[config.mk]
export PLATFORM = sky130hd
export DESIGN_NAME = vga_timing_core
export DESIGN_NICKNAME = d
export VERILOG_FILES = /design/src/rtl/vga_timing_core.sv
export SDC_FILE = /design/constraint.sdc
export NUM_CORES = 1
export LEC_CHECK = 0
export BUFFER_PORTS_ARGS = -buffer_cell sky130_fd_sc_hd__buf_2
export CORE_MARGIN = 4
export CORE_UTILIZATION = 30
export CTS_CLUSTER_SIZE = 20
export DETAILED_ROUTE_END_ITERATION = 16
export MAX_ROUTING_LAYER = met4
export SYNTH_ARGS = -nofsm -noshare
export SYNTH_HDL_FRONTEND = slang
export SYNTH_SLANG_ARGS = --single-unit
export TNS_END_PERCENT = 5
[constraint.sdc]
create_clock -name clk_i -period 2.35 [get_ports clk_i]
set_clock_uncertainty 0.05 [all_clocks]
set_input_delay 0.235 -clock clk_i [delete_from_list [all_inputs] [get_ports clk_i]]
set_output_delay 0.235 -clock clk_i [all_outputs]
set_load 0.1 [all_outputs]
[src/rtl/vga_timing_core.sv]
// -----------------------------------------------------------------------------
// vga_timing_core
//
// Purpose:
//   VGA raster timing generator. A horizontal pixel counter and a vertical
//   line counter walk the frame in the order sync, back porch, active area,
//   front porch. They advance only on clock edges where pix_en_i is high.
//   Raw sync and display-enable flags are decoded from the counters. These
//   flags pass through a PIPE-deep delay line, so the frame source has PIPE
//   pixel steps to turn the address into a colour. The flags are then
//   registered onto the sync, display-enable and colour outputs.
//
// Ports:
//   clk_i         single clock for all logic
//   reset_n_i     synchronous active-low reset (has priority over pix_en_i)
//   pix_en_i      pixel-rate enable; all timing advances only when high
//   color_in_i    pixel colour from the frame source (COLOR_W bits)
//   color_out_o   registered colour to the DAC, 0 while blanked
//   addrh_o       active-area column, combinational from the counters
//   addrv_o       active-area row, combinational from the counters
//   addr_valid_o  high while addrh_o/addrv_o address a visible pixel
//   hs_o, vs_o    registered sync outputs, polarity set by HS_POL/VS_POL
//   de_o          registered display enable, aligned with color_out_o
//   refresh_o     one-clock pulse on the pixel step that wraps the frame
//   frame_cnt_o   8-bit frame counter, wraps 255 -> 0
// -----------------------------------------------------------------------------
module vga_timing_core #(
  parameter int H_ACTIVE = 640,
  parameter int H_FP     = 16,
  parameter int H_SYNC   = 96,
  parameter int H_BP     = 48,
  parameter int V_ACTIVE = 480,
  parameter int V_FP     = 10,
  parameter int V_SYNC   = 2,
  parameter int V_BP     = 33,
  parameter bit HS_POL   = 1'b0,
  parameter bit VS_POL   = 1'b0,
  parameter int COLOR_W  = 12,
  parameter int PIPE     = 1
) (
  input  logic               clk_i,
  input  logic               reset_n_i,
  input  logic               pix_en_i,
  input  logic [COLOR_W-1:0] color_in_i,
  output logic [COLOR_W-1:0] color_out_o,
  output logic [9:0]         addrh_o,
  output logic [9:0]         addrv_o,
  output logic               addr_valid_o,
  output logic               hs_o,
  output logic               vs_o,
  output logic               de_o,
  output logic               refresh_o,
  output logic [7:0]         frame_cnt_o
);

  localparam int H_TOTAL = H_SYNC + H_BP + H_ACTIVE + H_FP;
  localparam int V_TOTAL = V_SYNC + V_BP + V_ACTIVE + V_FP;

  // Counters are 12 bits wide. A total of 2048 then still has an exclusive
  // end bound that fits without overflowing.
  localparam logic [11:0] H_LAST      = 12'(H_TOTAL - 1);
  localparam logic [11:0] V_LAST      = 12'(V_TOTAL - 1);
  localparam logic [11:0] H_SYNC_END  = 12'(H_SYNC);
  localparam logic [11:0] V_SYNC_END  = 12'(V_SYNC);
  localparam logic [11:0] H_ACT_START = 12'(H_SYNC + H_BP);
  localparam logic [11:0] V_ACT_START = 12'(V_SYNC + V_BP);
  localparam logic [11:0] H_ACT_END   = 12'(H_SYNC + H_BP + H_ACTIVE);
  localparam logic [11:0] V_ACT_END   = 12'(V_SYNC + V_BP + V_ACTIVE);

  logic [11:0]        hCnt_q, hCnt_d;
  logic [11:0]        vCnt_q, vCnt_d;
  logic               hs_q, vs_q, de_q, refresh_q;
  logic [COLOR_W-1:0] color_q;
  logic [7:0]         frame_q;

  logic hLast, vLast, frameWrap;
  logic hActive, vActive;
  // Flag bundles are {hs, vs, de}. Each bit is 1 when that condition is active.
  logic [2:0] rawSync, lastSync;

  // Counter next-state logic. The vertical counter steps only when a line ends.
  always_comb begin
    hLast     = (hCnt_q == H_LAST);
    vLast     = (vCnt_q == V_LAST);
    frameWrap = hLast && vLast;
    hCnt_d    = hLast ? 12'd0 : hCnt_q + 12'd1;
    vCnt_d    = vCnt_q;
    if (hLast) begin
      vCnt_d = vLast ? 12'd0 : vCnt_q + 12'd1;
    end
  end

  // Raw decode of the current counter position, and the combinational
  // address the frame source uses to fetch the pixel for this position.
  always_comb begin
    hActive      = (hCnt_q >= H_ACT_START) && (hCnt_q < H_ACT_END);
    vActive      = (vCnt_q >= V_ACT_START) && (vCnt_q < V_ACT_END);
    rawSync      = {(hCnt_q < H_SYNC_END), (vCnt_q < V_SYNC_END), hActive && vActive};
    addr_valid_o = hActive && vActive;
    addrh_o      = '0;
    addrv_o      = '0;
    if (hActive && vActive) begin
      addrh_o = 10'(hCnt_q - H_ACT_START);
      addrv_o = 10'(vCnt_q - V_ACT_START);
    end
  end

  // Delay line that covers the frame source's fetch latency. Reset clears it
  // to the inactive state, so the first PIPE steps after reset are blanked.
  if (PIPE == 0) begin : gNoPipe
    assign lastSync = rawSync;
  end else begin : gPipe
    logic [2:0] pipe_q [PIPE];
    always_ff @(posedge clk_i) begin
      if (!reset_n_i) begin
        for (int i = 0; i < PIPE; i++) pipe_q[i] <= 3'b000;
      end else if (pix_en_i) begin
        pipe_q[0] <= rawSync;
        for (int i = 1; i < PIPE; i++) pipe_q[i] <= pipe_q[i-1];
      end
    end
    assign lastSync = pipe_q[PIPE-1];
  end

  // Counters and registered outputs. refresh_q defaults low on every clock,
  // so it is exactly one clock wide even when pix_en_i stays high.
  always_ff @(posedge clk_i) begin
    if (!reset_n_i) begin
      hCnt_q    <= '0;
      vCnt_q    <= '0;
      hs_q      <= ~HS_POL;
      vs_q      <= ~VS_POL;
      de_q      <= 1'b0;
      color_q   <= '0;
      refresh_q <= 1'b0;
      frame_q   <= '0;
    end else begin
      refresh_q <= 1'b0;
      if (pix_en_i) begin
        hCnt_q    <= hCnt_d;
        vCnt_q    <= vCnt_d;
        hs_q      <= lastSync[2] ? HS_POL : ~HS_POL;
        vs_q      <= lastSync[1] ? VS_POL : ~VS_POL;
        de_q      <= lastSync[0];
        color_q   <= lastSync[0] ? color_in_i : '0;
        refresh_q <= frameWrap;
        if (frameWrap) frame_q <= frame_q + 8'd1;
      end
    end
  end

  assign hs_o        = hs_q;
  assign vs_o        = vs_q;
  assign de_o        = de_q;
  assign color_out_o = color_q;
  assign refresh_o   = refresh_q;
  assign frame_cnt_o = frame_q;

endmodule

# After elaboration in Yosys (flattened, before gate mapping)
# Memories as Yosys holds them, arrays and structs flattened.
# Index checks and enable logic that the tools add are counted.
# word_totals
reg_bits	48
mem_bits_rw	3
in_bits	15
out_inout_bits	45
mem_count	1
# classes
addsub	5
order_cmp	6
eq_ne	2
n_mux	13
n_reduce_logical	8
# memory_table
memory	depth	width	read_ports	rd_ports_with_merged_regs	write_ports	line_no	rtl
gPipe.pipe_q	1	3	1	0	1	113	logic [2:0] pipe_q [PIPE];
# ops
operator	count
$mux W12	3
$add A12 B1 Y12 const B	2
$eq A12 B10 Y1 const B	2
$lt A12 B10 Y1 const B	2
$mux W10	2
$ge A12 B6 Y1 const B	1
$ge A12 B8 Y1 const B	1
$lt A12 B2 Y1 const B	1
$lt A12 B7 Y1 const B	1
$sub A10 B6 Y10 const B	1
$sub A10 B8 Y10 const B	1
$add A8 B1 Y8 const B	1
$mux W1	7
$reduce_and A2 Y1	3
$logic_and A1 B1 Y1	4
$mux W3	1
$reduce_or A3 Y1	1

# Logic depth before layout (Yosys ltp)
# depth
word_depth	5
depth_mapped	8
depth_no_buf	6

# Worst setup path before layout
# Ideal clock, no wire load.
# synth_timing
path_kind	register -> output
startpoint	register vCnt_q[0]
endpoint	output port addrh_o[8]
arrival_time_ps	4686
required_ps	2065
slack_ps	-2621
path_stages_with_launch	6
cell_sequence	dfxtp_1 > ha_1 > or4_1 > a21o_1 > a221o_1 > nor4b_1
# synth_via
elab_chain_len	4
elab_cells_between_ends	5
classes_between	order compare (2); mux (1); reduce/logical (2)
# synth_lines
item	line_no	rtl
from (decl)	71	logic [11:0] vCnt_q, vCnt_d;
from (signal assigned)	141	vCnt_q <= vCnt_d;
$ge A12 B6 Y1 or $lt A12 B10 Y1 (tied branches)	97	vActive = (vCnt_q >= V_ACT_START) && (vCnt_q < V_ACT_END);
$logic_and A1 B1 Y1 *	97	
$logic_and A1 B1 Y1 *	102	if (hActive && vActive) begin
$mux W10 *	102	
to (decl)	46	output logic [9:0] addrh_o,
# Every way passes the cells marked *; elsewhere a longest branch is shown, timed or not.

# Worst setup path in the final report
# layout_timing
startpoint	register vCnt_q[0]
endpoint	output port addrh_o[0]
# Same word-level chain as after synthesis.

==> impl_results.md <==
* Worst Setup Slack, final at -0.348 ns
* Slew @ Worst Pin at a little over 0.5 ns
* FF-to-FF setup slack at 0.17 ns
* Initial Utilization at a little under a third
* Setup TNS at -6.12 ns
* Ys flop type: dfxtp_1
* Vias at approximately 2700
* Top Metal Used: met4
* Critical Path AT at 2.41 ns
* Initial DRC count at between 100 and 150
* Place WS at -0.0321 ns
* Setup crit start: vCnt_q[0]
* Final Cell Area at slightly above 4000 µm²
* CTS sink cnt at 51
* RSZ-0062 raised after global routing: yes
* Syn nets at 356
* Ys async rst share at 0%
* Register area at ~1100 µm²
* Core area at 8720 µm²
* Post-synthesis sequential area ratio at roughly two fifths
* Post-CTS setup buffer count at 0
* Layout Nets at about 440
* Crit path to: addrh_o[0]
* Antenna violations before repair at 0
* Die area at 10500 µm²
* Via density at between 5 and 6
* Rows at 34
* Final Slew Violations at 0
* CTS Hold Buffers Added at 0
* Top cell type's share of synthesized area at between 30 and 40%
* CTS Root Cell: clkbuf_8
* Kind of end point of the critical path: output pin
* Worst skew pair latency at 0.30 ns
* Flop pwr share at a little under three fifths
* Crit path time final at about 2.7 ns
* Gp weighted congestion at between 0.8 and 0.9
* Critical Path RT at ~2.1 ns
* Final Setup Violations at 21
* Combinational Power Share at roughly 7.5%
* Synth area leaders: dfxtp_1 (36%), xnor2_1 (5.5%), nor2_1 (4.6%)
* Pwr dens at slightly below 400 nW/µm²
* Slowest stage delay, CP at between 0.4 and 0.5 ns
* Switch share at around 24%
* Clock H-tree levels at 2
* # fillers at 827
* CTS Buffer Depth at 2
* Reg2Reg Depth at 5
* Die height at between 100 and 150 µm
* Final antenna-violating net count at 0
* I/O Pins at 60
* Maximum fanout along the worst path at 8
* Yosys synthesis warning count at 0
* CTS tree: yes
* Netlist cell types at 44
* Port Buffers at between 50 and 60
* Classification of the worst setup path: reg2out
* Total wire length at around 7500 µm
* Slowest cell on crit path: a221o_2
* Status: finished, violations left
* Routed length per placed instance at roughly 14 µm
* Fmax at about 370 MHz
* Ant. Diodes at 0
* Tot GR Track Use at between 10% and 20%
* Hold crit path type: in2reg
* Met3 wire length at about 540 µm
* Final period util at 115%
* Metal-1 WL at about 3500 µm
* Cell count after synthesis at 333
* Number of max-cap violations at 0
* Startpoint Class: flip-flop
* Mapped Avg Cell Area at roughly 8.1 µm²
* Die width at roughly 100 µm
* EDFF count, synth at 3
* Area delta synth->final at 50.4%
* GR Overflow Total at 0
* Area occupied by multi-input gates at 1760 µm²
* Clk slew on worst S/H paths at around 0.10 ns
* P_int at 1.19 mW
* CP Cell Sequence: ha_4 > or4_1 > a21o_1 > a221o_2 > buf_12 > nor3_4 > buf_12
* Max-slew headroom at between 60% and 70%
* Leading area contributor after synthesis: dfxtp_1
* Mapped Area at 2690 µm²
* CTS Buf Count at 5
* Leakage Power at ~1.6 nW
* R2R Path End: vCnt_q[10]
* DP Area at roughly 3900 µm²
* Critical path's most frequent cell: buf_12
* #FFs+latches synth at between 50 and 60
* Maximum vdd drop at around 0.00023 V
* R2R Path Start: hCnt_q[7]
* Failing checks: negative setup slack
* Layout Utilization at ~46%
* Post-DP HPWL at between 5000 and 6000 µm
* Detailed Routing Iterations Pass 1 at 4
* DRC at 0
* Metal2 WL at between 3000 and 4000 µm
* Clock power share at 36.4%
* Largest net degree at the start of global routing at 26
* Final hold vios at 0
* P_sw at 0.387 mW
* Share of layout cells above drive strength 1 at approximately a third
* First-pass GRT wire length at 12200 µm
* Vias in the first global route at 2509
-- cells in the final DEF (no fill, tap or decap), types with 4 or more instances in the layout --
| cell | synthesis | routed |
|---|---|---|
| nor2_1 | 33 | 31 |
| nand4_1 | 8 | 8 |
| nand2_1 | 26 | 26 |
| o31ai_1 | 4 | 4 |
| or4_1 | 10 | 10 |
| clkbuf_8 | 0 | 5 |
| dfxtp_2 | 0 | 4 |
| nor4_1 | 5 | 5 |
| inv_1 | 11 | 10 |
| dfxtp_1 | 48 | 44 |
| ha_1 | 8 | 6 |
| a21oi_1 | 23 | 22 |
| nor3_1 | 24 | 9 |
| a22oi_1 | 12 | 12 |
| buf_12 | 0 | 24 |
| nor3_4 | 0 | 15 |
| buf_2 | 2 | 38 |
| or3_1 | 13 | 12 |
| o21ai_0 | 13 | 13 |
| nand3_1 | 11 | 11 |
| xnor2_1 | 17 | 17 |
| xor2_1 | 4 | 4 |
| buf_4 | 0 | 37 |
-- metrics by stage --
step / power (mW) / hold slack [ns] / instances
5_1_grt: 1.65 / 0.105 / 521
3_5_place_dp: 1.03 / 0.423 / 513
3_3_place_gp: 1.02 / 0.400 / 513
4_1_cts: 1.60 / 0.106 / 521
6_report: 1.58 / 0.111 / 521
2_1_floorplan: 0.986 / 0.329 / 333
-- Yosys cell counts (all sizes together) (4+ instances only) --
cell	number
or3	13
inv	11
a21oi	23
buf	4
nand3	11
nor4	5
nand4	8
nand2	26
xnor2	17
o21ai	14
or4	11
o31ai	4
nor2	33
dfxtp	48
ha	8
nor3b	4
a22oi	12
clkbuf	23
xor2	4
nor3	24
-- critical path, delay by kind of cell (launching register included) --
kind | cells | cell delay [ns]
and+or+nand+nor | 2 | 0.62
DFF | 1 | 0.34
adders and majority gates | 1 | 0.15
buffers and inverters | 2 | 0.39
AOI/OAI and AO/OA | 2 | 0.59
-- worst min-delay path by stage --
stage                         startpoint              to  cells after the start
after global routing       color_in_i[8]  color_out_o[8]                      3
after floorplan            color_in_i[0]  color_out_o[0]                      2
after detailed placement            vs_o            vs_o                      2
final                      color_in_i[4]  color_out_o[4]                      3
after global placement    frame_cnt_o[7]  frame_cnt_o[7]                      2
after CTS                  color_in_i[2]  color_out_o[2]                      3
-- timing repair --
| item | 4_1_cts | 5_1_grt |
|---|---|---|
| gates resized for setup | 0 | 7 |
| pin swaps | 4 | 3 |
| gates cloned | 0 | 0 |
| endpoints found under the setup margin | 21 | 27 |
-- logic make-up after synthesis --
| kind of cell | share of synthesized area [%] |
|---|---|
| AO/OA/AOI/OAI | 14.4 |
| XOR/XNOR | 6.84 |
| adder cells (fa/ha/maj) | 3.72 |
| buffers and inverters | 5.81 |
| flip-flops | 39.1 |
| multiplexers | 0.791 |
| AND/OR/NAND/NOR | 29.4 |
-- power groups by stage --
stage          Sequential, mW  Clock (mW)  Combinational, mW
2_1_floorplan           0.948           0             0.0386
3_3_place_gp            0.908           0              0.116
3_5_place_dp            0.908           0              0.119
4_1_cts                 0.888       0.590              0.119
5_1_grt                 0.889       0.630              0.127
6_report                0.888       0.574              0.118
-- layout make-up --
cell class              instances  area share, %
clock inverters                 1          0.155
clock buffers                   7           2.41
flip-flops and latches         51           26.1
well taps                     108           3.34
inverters                      12           1.11
multi-input cells             243           43.4
repair buffers                 99           23.4
-- registers in the layout, indices dropped and copies added, names as in the netlist, 3 cells and up --
register and cells:
color_out_o 12, frame_cnt_o 8, gPipe.pipe_q 3, hCnt_q 12, vCnt_q 12
-- per-layer routing --
metal | vias to the layer above | global-route usage (%)
met5 | - | -
met4 | 0 | 3.33
met3 | 4 | 2.57
met2 | 84 | 23.6
met1 | 1252 | 19.5
li1 | 1355 | -
Note: power is estimated with default switching activity, not from simulation.
